$ cat config.mk
export PLATFORM = sky130hd
export DESIGN_NAME = multicycle_datapath
export DESIGN_NICKNAME = d
export VERILOG_FILES = /design/src/rtl/multicycle_datapath_pkg.sv /design/src/rtl/multicycle_datapath_regfile.sv /design/src/rtl/multicycle_datapath.sv
export SDC_FILE = /design/constraint.sdc
export NUM_CORES = 2
export LEC_CHECK = 0
export CAP_MARGIN = 5
export CORE_ASPECT_RATIO = 1.4
export CORE_MARGIN = 8
export CORE_UTILIZATION = 56
export DETAILED_ROUTE_END_ITERATION = 10
export PLACE_DENSITY = 0.88
export SLEW_MARGIN = 20
export SYNTH_ARGS = -nofsm -noshare
export SYNTH_HDL_FRONTEND = slang
export SYNTH_SLANG_ARGS = --single-unit
$ cat constraint.sdc
create_clock -name clk -period 4.67 [get_ports clk]
set_clock_uncertainty 0.2 [all_clocks]
set_input_delay 0.934 -clock clk [delete_from_list [all_inputs] [get_ports clk]]
set_output_delay 0.934 -clock clk [all_outputs]
set_load 0.01 [all_outputs]
$ cat src/rtl/multicycle_datapath_pkg.sv
// Shared definitions for the multi-cycle datapath: ALU opcodes, sequencer
// states and instruction field positions.
package dp_pkg;

  localparam logic [3:0] ALU_AND = 4'b0000;
  localparam logic [3:0] ALU_OR  = 4'b0001;
  localparam logic [3:0] ALU_ADD = 4'b0010;
  localparam logic [3:0] ALU_SUB = 4'b0110;
  localparam logic [3:0] ALU_SLT = 4'b0111;
  localparam logic [3:0] ALU_NOR = 4'b1100;

  typedef enum logic [2:0] {
    IDLE,
    DECODE,
    EXECUTE,
    MEMORY,
    WRITEBACK
  } state_e;

  // Low bit of each register field; fields are taken low-bits-first.
  localparam int unsigned RS_LSB  = 21;
  localparam int unsigned RT_LSB  = 16;
  localparam int unsigned RDF_LSB = 11;
  localparam int unsigned IMM_W   = 16;

endpackage

$ cat src/rtl/multicycle_datapath_regfile.sv
// Register file: two combinational read ports, one synchronous write port,
// R0 hardwired to zero, synchronous active-low clear.
module regfile_2r1w #(
  parameter int DATA_W   = 32,
  parameter int NUM_REGS = 32
) (
  input  logic                        clk_i,
  input  logic                        rst_ni,
  input  logic [$clog2(NUM_REGS)-1:0] raddr1_i,
  input  logic [$clog2(NUM_REGS)-1:0] raddr2_i,
  output logic [DATA_W-1:0]           rdata1_o,
  output logic [DATA_W-1:0]           rdata2_o,
  input  logic                        we_i,
  input  logic [$clog2(NUM_REGS)-1:0] waddr_i,
  input  logic [DATA_W-1:0]           wdata_i
);

  logic [DATA_W-1:0] regs_q [NUM_REGS];

  always_ff @(posedge clk_i) begin
    if (!rst_ni) begin
      regs_q <= '{default: '0};
    end else if (we_i && waddr_i != '0 && 32'(waddr_i) < NUM_REGS) begin
      regs_q[waddr_i] <= wdata_i;
    end
  end

  // Out-of-range indices (non power-of-two NUM_REGS) read as zero like R0.
  assign rdata1_o = (raddr1_i == '0 || 32'(raddr1_i) >= NUM_REGS) ? '0 : regs_q[raddr1_i];
  assign rdata2_o = (raddr2_i == '0 || 32'(raddr2_i) >= NUM_REGS) ? '0 : regs_q[raddr2_i];

endmodule

$ cat src/rtl/multicycle_datapath.sv
// Multi-cycle MIPS-style datapath: accepts one instruction per handshake and
// walks it through DECODE/EXECUTE/MEMORY/WRITEBACK with an external data memory.
module multicycle_datapath
  import dp_pkg::*;
#(
  parameter int DATA_W     = 32,
  parameter int NUM_REGS   = 32,
  parameter int MEM_ADDR_W = 10
) (
  input  logic                  clk,
  input  logic                  rst_n,
  input  logic                  instr_valid,
  output logic                  instr_ready,
  input  logic [31:0]           instruction,
  input  logic                  reg_dst,
  input  logic                  reg_write,
  input  logic                  alu_src,
  input  logic [3:0]            alu_control,
  input  logic                  mem_read,
  input  logic                  mem_write,
  input  logic                  mem_to_reg,
  output logic                  mem_req,
  output logic                  mem_we,
  output logic [MEM_ADDR_W-1:0] mem_addr,
  output logic [DATA_W-1:0]     mem_wdata,
  input  logic [DATA_W-1:0]     mem_rdata,
  input  logic                  mem_ack,
  output logic                  done,
  output logic [DATA_W-1:0]     rd1,
  output logic [DATA_W-1:0]     rd2,
  output logic [DATA_W-1:0]     rd,
  output logic [DATA_W-1:0]     alu_result,
  output logic                  zero
);

  localparam int RA_W = $clog2(NUM_REGS);

  state_e            state_q;
  logic              ready_q;
  logic [RA_W-1:0]   rs_q, rt_q, dst_q;
  logic [IMM_W-1:0]  imm16_q;
  logic              reg_write_q, alu_src_q, mem_read_q, mem_write_q, mem_to_reg_q;
  logic [3:0]        alu_ctrl_q;
  logic [DATA_W-1:0] rd1_q, rd2_q, imm_q, alu_q, mdr_q;
  logic              mem_req_q, mem_we_q, done_q;

  logic [DATA_W-1:0] rf_rdata1, rf_rdata2, wb_data_d;
  logic [DATA_W-1:0] imm_d, alu_b, alu_d;
  logic              rf_we;
  logic              instr_unused;

  assign instr_unused = ^instruction[31:26];

  assign rf_we     = (state_q == WRITEBACK) && reg_write_q;
  assign wb_data_d = mem_to_reg_q ? mdr_q : alu_q;

  regfile_2r1w #(
    .DATA_W  (DATA_W),
    .NUM_REGS(NUM_REGS)
  ) u_regfile (
    .clk_i   (clk),
    .rst_ni  (rst_n),
    .raddr1_i(rs_q),
    .raddr2_i(rt_q),
    .rdata1_o(rf_rdata1),
    .rdata2_o(rf_rdata2),
    .we_i    (rf_we),
    .waddr_i (dst_q),
    .wdata_i (wb_data_d)
  );

  assign imm_d = DATA_W'($signed(imm16_q));

  always_comb begin
    alu_b = alu_src_q ? imm_q : rd2_q;
    alu_d = '0;
    case (alu_ctrl_q)
      ALU_AND: alu_d = rd1_q & alu_b;
      ALU_OR:  alu_d = rd1_q | alu_b;
      ALU_ADD: alu_d = rd1_q + alu_b;
      ALU_SUB: alu_d = rd1_q - alu_b;
      ALU_SLT: alu_d = {{(DATA_W-1){1'b0}}, ($signed(rd1_q) < $signed(alu_b))};
      ALU_NOR: alu_d = ~(rd1_q | alu_b);
      default: alu_d = '0;
    endcase
  end

  always_ff @(posedge clk) begin
    if (!rst_n) begin
      state_q      <= IDLE;
      ready_q      <= 1'b1;
      rs_q         <= '0;
      rt_q         <= '0;
      dst_q        <= '0;
      imm16_q      <= '0;
      reg_write_q  <= 1'b0;
      alu_src_q    <= 1'b0;
      alu_ctrl_q   <= '0;
      mem_read_q   <= 1'b0;
      mem_write_q  <= 1'b0;
      mem_to_reg_q <= 1'b0;
      rd1_q        <= '0;
      rd2_q        <= '0;
      imm_q        <= '0;
      alu_q        <= '0;
      mdr_q        <= '0;
      mem_req_q    <= 1'b0;
      mem_we_q     <= 1'b0;
      done_q       <= 1'b0;
    end else begin
      done_q <= 1'b0;
      case (state_q)
        IDLE: begin
          if (instr_valid) begin
            // Destination is resolved at accept so reg_dst need not be kept.
            rs_q         <= instruction[RS_LSB +: RA_W];
            rt_q         <= instruction[RT_LSB +: RA_W];
            dst_q        <= reg_dst ? instruction[RDF_LSB +: RA_W] : instruction[RT_LSB +: RA_W];
            imm16_q      <= instruction[IMM_W-1:0];
            reg_write_q  <= reg_write;
            alu_src_q    <= alu_src;
            alu_ctrl_q   <= alu_control;
            mem_read_q   <= mem_read;
            mem_write_q  <= mem_write;
            mem_to_reg_q <= mem_to_reg;
            ready_q      <= 1'b0;
            state_q      <= DECODE;
          end
        end
        DECODE: begin
          rd1_q   <= rf_rdata1;
          rd2_q   <= rf_rdata2;
          imm_q   <= imm_d;
          state_q <= EXECUTE;
        end
        EXECUTE: begin
          alu_q <= alu_d;
          if (mem_read_q || mem_write_q) begin
            mem_req_q <= 1'b1;
            mem_we_q  <= mem_write_q;
            state_q   <= MEMORY;
          end else begin
            done_q  <= 1'b1;
            state_q <= WRITEBACK;
          end
        end
        MEMORY: begin
          if (mem_ack) begin
            if (!mem_write_q) mdr_q <= mem_rdata;
            mem_req_q <= 1'b0;
            mem_we_q  <= 1'b0;
            done_q    <= 1'b1;
            state_q   <= WRITEBACK;
          end
        end
        WRITEBACK: begin
          ready_q <= 1'b1;
          state_q <= IDLE;
        end
        default: begin
          ready_q <= 1'b1;
          state_q <= IDLE;
        end
      endcase
    end
  end

  assign instr_ready = ready_q;
  assign mem_req     = mem_req_q;
  assign mem_we      = mem_we_q;
  assign mem_addr    = alu_q[MEM_ADDR_W-1:0];
  assign mem_wdata   = rd2_q;
  assign done        = done_q;
  assign rd1         = rd1_q;
  assign rd2         = rd2_q;
  assign rd          = mdr_q;
  assign alu_result  = alu_q;
  assign zero        = (alu_q == '0);

endmodule

# Yosys cells after proc, flatten, opt, wreduce, memory -nomap -nowiden
# Index checks and enable logic that the tools add are counted.
[word_totals]
memories = 0
latchBits = 0
reg_bits = 1215
ramBits = 0
rom_bits = 0
in_bits = 78
[classes]
bitwise = 8
order_cmp = 5
n_addsub = 2
reduce_logical = 17
div = 0
n_eq_ne = 12
n_shift = 0
n_mux = 29
n_mul = 0
[op_table]
columns = ["operator", "count"]
rows = [
  ["1024-bit bitwise mux", 1],
  ["32-bit binary-select mux with 5-bit select", 2],
  ["32-bit two-way mux", 9],
  ["32-bit case mux with 6 select lines", 1],
  ["32-bit demux with 5-bit select", 1],
  ["32-bit adder", 1],
  ["32-bit bitwise AND", 1],
  ["32-bit logical NOT", 1],
  ["32-bit < comparator", 1],
  ["32-bit inverter", 1],
  ["32-bit bitwise OR", 1],
  ["32-bit subtractor", 1],
  ["6-bit greater-or-equal comparator (second input constant)", 3],
  ["5-bit inverter with 6-bit output", 3],
  ["3-bit case mux with 4 select lines", 1],
  ["5-bit logical NOT", 2],
  ["3-bit two-way mux", 3],
  ["4-bit by 3-bit == test with 1-bit output (second input constant)", 2],
  ["1-bit case mux with 2 select lines", 4],
  ["3-bit by 2-bit == test with 1-bit output (second input constant)", 2],
  ["6-bit by 1-bit < comparator with 1-bit output (second input constant)", 1],
  ["1-bit two-way mux", 6],
  ["2-bit inequality test (second input constant)", 3],
  ["2-bit AND reduction", 3],
  ["other kinds (15)", 19],
]

# Depth between registers and ports, before layout
[depth]
ltp_word = 6
depth_mapped = 16
ltp_nobuf = 14

# Cells and area by module
# From an unflattened synthesis, not the netlist that was laid out.
[hier_totals]
cells_unflattened = 7693
hier_area_um2 = 67364.6
[by_module_without_submodules]
columns = ["mod", "area_each_um2", "seq_area_each_um2", "cells_each", "instances"]
rows = [
  ["regfile_2r1w", 54308.3, 20499.7, 5998, 1],
  ["multicycle_datapath", 13056.3, 3823.7, 1695, 1],
]

# Worst setup path after synthesis
# Ideal clock, no wire load.
[synth_path]
kind = "register to register"
start = "register alu_src_q"
end = "register alu_q[20], in the netlist alu_result[20]"
required_ns = 4.405
path_stages_with_launch = 16
path_slack_ns = 0.278
arrival_time_ns = 4.128
cell_sequence = "dfxtp_1 clkbuf_1 clkbuf_1 mux2i_1 inv_1 ha_1 fa_1 o21ba_1 or4_4 a2111oi_4 nor2_2 o41ai_4 a221o_1 a31o_1 mux2_1 nor2_1"
[synth_between]
elab_chain_cells = 4
[synth_rtl]
columns = ["element", "line", "text"]
rows = [
  ["start, declared", "multicycle_datapath.sv:42", "logic reg_write_q, alu_src_q, mem_read_q, mem_write_q, mem_to_reg_q;"],
  ["start signal, assigned", "multicycle_datapath.sv:121", "alu_src_q <= alu_src;"],
  ["32-bit two-way mux *", "multicycle_datapath.sv:75", "alu_b = alu_src_q ? imm_q : rd2_q;"],
  ["branches (longest 2 deep; another with 32-bit subtractor)", "--", ""],
  ["32-bit case mux with 6 select lines *", "multicycle_datapath.sv:77", "case (alu_ctrl_q)"],
  ["end signal, assigned", "multicycle_datapath.sv:137", "alu_q <= alu_d;"],
  ["end, declared", "multicycle_datapath.sv:44", "logic [DATA_W-1:0] rd1_q, rd2_q, imm_q, alu_q, mdr_q;"],
]
# Every way passes the cells marked *.
# A chain may end at the register's enable or synchronous reset.

# Worst setup path in the final report
[layout_path]
start = "register alu_src_q"
end = "register alu_q[29], in the netlist alu_result[29]"
# The elaborated chain is that of the path after synthesis.

==> impl_metrics.json <==
{
  "status": "finished clean",
  "initial_core_util_pct": 56.5,
  "post_cts.resized_instances": 0,
  "synth-warning-count": 0,
  "synth_cell_type_count": 82,
  "setup_tns_ns": 0,
  "final_max_slew_viol_count": 0,
  "total_leakage_power_uw": 0.0215,
  "internal-power_uw": 16300,
  "grt_setup_unrepaired": "no",
  "avgRoutedWirePerCell_um": 28.4,
  "timing.rr.start": "alu_src_q",
  "detailed_route_via_count": 60000,
  "cts_post_setup_buffers_inserted": 0,
  "relative_slew_margins_pct": 20.5,
  "fmaxAchievable_mhz": 221,
  "finalHoldViolCount": 0,
  "timing.critical_path.from": "alu_src_q",
  "gr-total-overflow": 0,
  "drc": 0,
  "power.clock.fraction_pct": 42.6,
  "num_io_pins": 253,
  "synth_seq_area_share_pct": 38.5,
  "clkSlewWorstSetupHoldPaths_ns": 0.07,
  "grt_start_max_net_pins": 160,
  "tritoncts.num_buffers": 110,
  "r2r_setup_slk_ns": 0.15,
  "remaining_antenna_violation_count": 0,
  "clkLatencyLatePin_ns": 0.77,
  "number_of_global_route_vias_before_repair": 58500,
  "port-buffer-count": 246,
  "cp-end-kind": "flop",
  "root_buffer": "sky130_fd_sc_hd__clkbuf_16",
  "switching_share_pct": 26.4,
  "filler_cell_count": 8441,
  "post_synth_inst_count": 6997,
  "crit_path_max_fanout": 17,
  "worst-endpoint-arrival_ns": 4.96,
  "drt-pass1-iter-count": 7,
  "cts_sinks": 1215,
  "period_needed_ns": 4.52,
  "worstSetupPathType": "flop to flop",
  "pwr-share-seq_pct": 47.6,
  "combined_global_route_utilization_of_all_metal_layers_pct": 36.5,
  "fin_worst_hold_slack_ns": 0.238,
  "routed_wirelength_um": 238000,
  "r2r_cells": 16,
  "tightest_slew_ns": 1.19,
  "drt_iter0_drc": 8550,
  "power.density_nw_per_um2": 312,
  "nets": 7006,
  "synth_enable_flop_cells": 0,
  "start_kind": "flop",
  "synthArstFlopShare_pct": 0,
  "flip_flop_and_latch_count_after_synthesis": 1215,
  "netlist_top_cells_area": "sky130_fd_sc_hd__dfxtp_1 39%, sky130_fd_sc_hd__a211oi_1 12%, sky130_fd_sc_hd__mux4_2 9.1%",
  "number_of_levels_in_the_clock_h_tree": 3,
  "grt_first_pass_wirelength_um": 350000,
  "setup_viol": 0,
  "synth.avg_cell_area_um2": 9.02,
  "crit-reg2reg-capture": "alu_result[29]",
  "tritoncts": "done",
  "placeableCoreArea_um2": 112000,
  "switching_power_uw": 5840,
  "netlist.area_leader.share_pct": 38.5,
  "worstHoldPathType": "flop to flop",
  "finalCritPeriodShare_pct": 96.7,
  "hpwlAfterDp_um": 146000,
  "area.growth.synth_to_final_pct": 12.4,
  "postCtsHoldBufs": 0,
  "synth_top_cell_by_area": "sky130_fd_sc_hd__dfxtp_1",
  "syn_area_um2": 63100,
  "irDropWorstVdd_v": 0.000300,
  "die_w_um": 300,
  "antenna_found_initial": 6,
  "floorplan.die.height_um": 413,
  "dieArea_um2": 124000,
  "comb_power_share_pct": 9.8,
  "ys_dominant_reg_cell": "sky130_fd_sc_hd__dfxtp_1",
  "max_cap_viol_count": 0,
  "rows": 145,
  "cp-endpoint": "alu_result[29]",
  "syn-num-nets": 7183,
  "viasPerCell": 7.15,
  "gp_routability_congestion": 1.03,
  "post_route_cells_drive_above_1_share_pct": 13.0,
  "cts_max_path_buffers": 3,
  "worstPathRequired_ns": 5.11
}
[cells by family after synthesis]
family,after synthesis,synth area share [%]
flip-flops,1215,38.5
XOR/XNOR,41,0.569
buffers and inverters,879,5.60
multiplexers,826,18.4
AND/OR/NAND/NOR,1746,11.5
adder cells (fa/ha/maj),108,2.17
AO/OA/AOI/OAI,2182,23.2
[through the flow]
step                instances  utilization [%]  worst slack, ns  instance area, µm²  power, µW
finish                   8393             63.5            0.153               70900      22100
global route             8385             63.4          0.00486               70900      22500
CTS                      8380             63.4           0.0433               70800      21900
detailed placement       8175             60.0           0.0743               67100      12800
global placement         8175             60.0           0.0776               67100      12800
floorplan                6997                -            0.278               63100      12000
[power groups by stage]
stage          registers, µW  logic (µW)  clock network, µW
2_1_floorplan          10700        1340                  0
3_3_place_gp           10700        2040                  0
3_5_place_dp           10700        2060                  0
4_1_cts                10500        2070               9360
5_1_grt                10500        2200               9810
6_report               10500        2160               9410
[per-layer routing]
layer | GRT usage, % | up-vias | part of all wire, %
li1 | - | 25500 | -
met1 | 39.4 | 28100 | 32
met2 | 58.9 | 4842 | 45
met3 | 10.2 | 1546 | 13
met4 | 31.6 | 2 | 9.6
met5 | 0 | - | 0.0055
[worst min-delay path by stage]
stage / startpoint / endpoint / slack (ns) / cells past startpoint
floorplan: imm_q[15] / imm_q[15] / 0.23 / 2
global placement: mem_req / mem_req / 0.24 / 2
detailed placement: imm16_q[7] / imm_q[7] / 0.25 / 2
CTS: imm16_q[8] / imm_q[8] / 0.24 / 2
global route: imm16_q[8] / imm_q[8] / 0.25 / 2
finish: imm16_q[8] / imm_q[8] / 0.24 / 2
[worst max-delay path, cell delays in order, from the launching register on]
cell                       delay, ns
sky130_fd_sc_hd__dfxtp_1        0.39
sky130_fd_sc_hd__buf_12         0.20
sky130_fd_sc_hd__and2_1         0.16
sky130_fd_sc_hd__buf_4          0.20
sky130_fd_sc_hd__buf_4          0.23
sky130_fd_sc_hd__a21oi_1        0.10
sky130_fd_sc_hd__ha_1           0.42
sky130_fd_sc_hd__inv_1          0.19
sky130_fd_sc_hd__nand4_1        0.25
sky130_fd_sc_hd__nor3_1         0.59
sky130_fd_sc_hd__o21ai_0        0.19
sky130_fd_sc_hd__a21oi_1        0.34
sky130_fd_sc_hd__buf_4          0.23
sky130_fd_sc_hd__o41ai_1        0.10
sky130_fd_sc_hd__xnor2_1        0.14
sky130_fd_sc_hd__o32a_1         0.18
sky130_fd_sc_hd__a221oi_1       0.25
[flip-flops by register name (all words and copies together) (netlist names), 3 cells and up]
signal and count:
alu_ctrl_q 4, alu_result 32, dst_q 5, imm16_q 16, imm_q 16, mem_wdata 32
rd 32, rd1 32, rs_q 5, rt_q 5, state_q 3, u_regfile.regs_q 1024
[layout by cell type, fill, tap and decap left out, types with 26 or more instances in the layout]
cell type / instances
sky130_fd_sc_hd__dfxtp_1: 1204
sky130_fd_sc_hd__nor2_1: 1110
sky130_fd_sc_hd__a211oi_1: 1006
sky130_fd_sc_hd__a21oi_1: 517
sky130_fd_sc_hd__mux2i_1: 409
sky130_fd_sc_hd__nand2_1: 308
sky130_fd_sc_hd__mux4_2: 256
sky130_fd_sc_hd__clkdlybuf4s50_1: 245
sky130_fd_sc_hd__o21ai_0: 225
sky130_fd_sc_hd__buf_4: 178
sky130_fd_sc_hd__o22ai_1: 133
sky130_fd_sc_hd__o221ai_1: 129
sky130_fd_sc_hd__mux2_2: 128
sky130_fd_sc_hd__clkbuf_16: 111
sky130_fd_sc_hd__inv_1: 108
sky130_fd_sc_hd__ha_1: 106
sky130_fd_sc_hd__nor3_1: 89
sky130_fd_sc_hd__nor3b_1: 67
sky130_fd_sc_hd__buf_12: 49
sky130_fd_sc_hd__and2_1: 35
sky130_fd_sc_hd__nor2_4: 34
sky130_fd_sc_hd__xnor2_1: 34
sky130_fd_sc_hd__mux2i_2: 29
sky130_fd_sc_hd__clkbuf_1: 27
sky130_fd_sc_hd__a221oi_1: 26
[synthesized netlist by cell type, types with 7 or more instances]
master and number:
sky130_fd_sc_hd__dfxtp_1 1215, sky130_fd_sc_hd__nor2_1 1146, sky130_fd_sc_hd__a211oi_1 1006, sky130_fd_sc_hd__clkbuf_1 627, sky130_fd_sc_hd__a21oi_1 517, sky130_fd_sc_hd__mux2i_1 441
sky130_fd_sc_hd__nand2_1 308, sky130_fd_sc_hd__mux4_2 256, sky130_fd_sc_hd__o21ai_0 225, sky130_fd_sc_hd__o22ai_1 133, sky130_fd_sc_hd__o221ai_1 129, sky130_fd_sc_hd__mux2_2 128
sky130_fd_sc_hd__inv_1 108, sky130_fd_sc_hd__ha_1 106, sky130_fd_sc_hd__nor3_1 90, sky130_fd_sc_hd__nor3b_1 67, sky130_fd_sc_hd__buf_2 57, sky130_fd_sc_hd__buf_4 42
sky130_fd_sc_hd__buf_1 38, sky130_fd_sc_hd__and2_1 35, sky130_fd_sc_hd__xnor2_1 34, sky130_fd_sc_hd__a221oi_1 26, sky130_fd_sc_hd__o21ai_1 24, sky130_fd_sc_hd__nand3_1 16
sky130_fd_sc_hd__nor2b_1 15, sky130_fd_sc_hd__nor4_1 15, sky130_fd_sc_hd__o211ai_1 14, sky130_fd_sc_hd__nand2b_1 13, sky130_fd_sc_hd__a21o_1 10, sky130_fd_sc_hd__o21bai_1 10
sky130_fd_sc_hd__o31ai_1 10, sky130_fd_sc_hd__a31oi_1 9, sky130_fd_sc_hd__xor2_1 7
[layout make-up]
class                           count  area, µm²  area share [%]
Antenna cell                       10       25.0          0.0353
Clock buffer                      160       3180            4.49
Clock inverter                     45        512           0.722
Inverter                          114        435           0.614
Multi-Input combinational cell   4903      35700            50.3
Sequential cell                  1215      24400            34.4
Tap cell                         1470       1840            2.59
Timing Repair Buffer              476       4860            6.85
No activity file was read; power rests on OpenSTA's default activity.
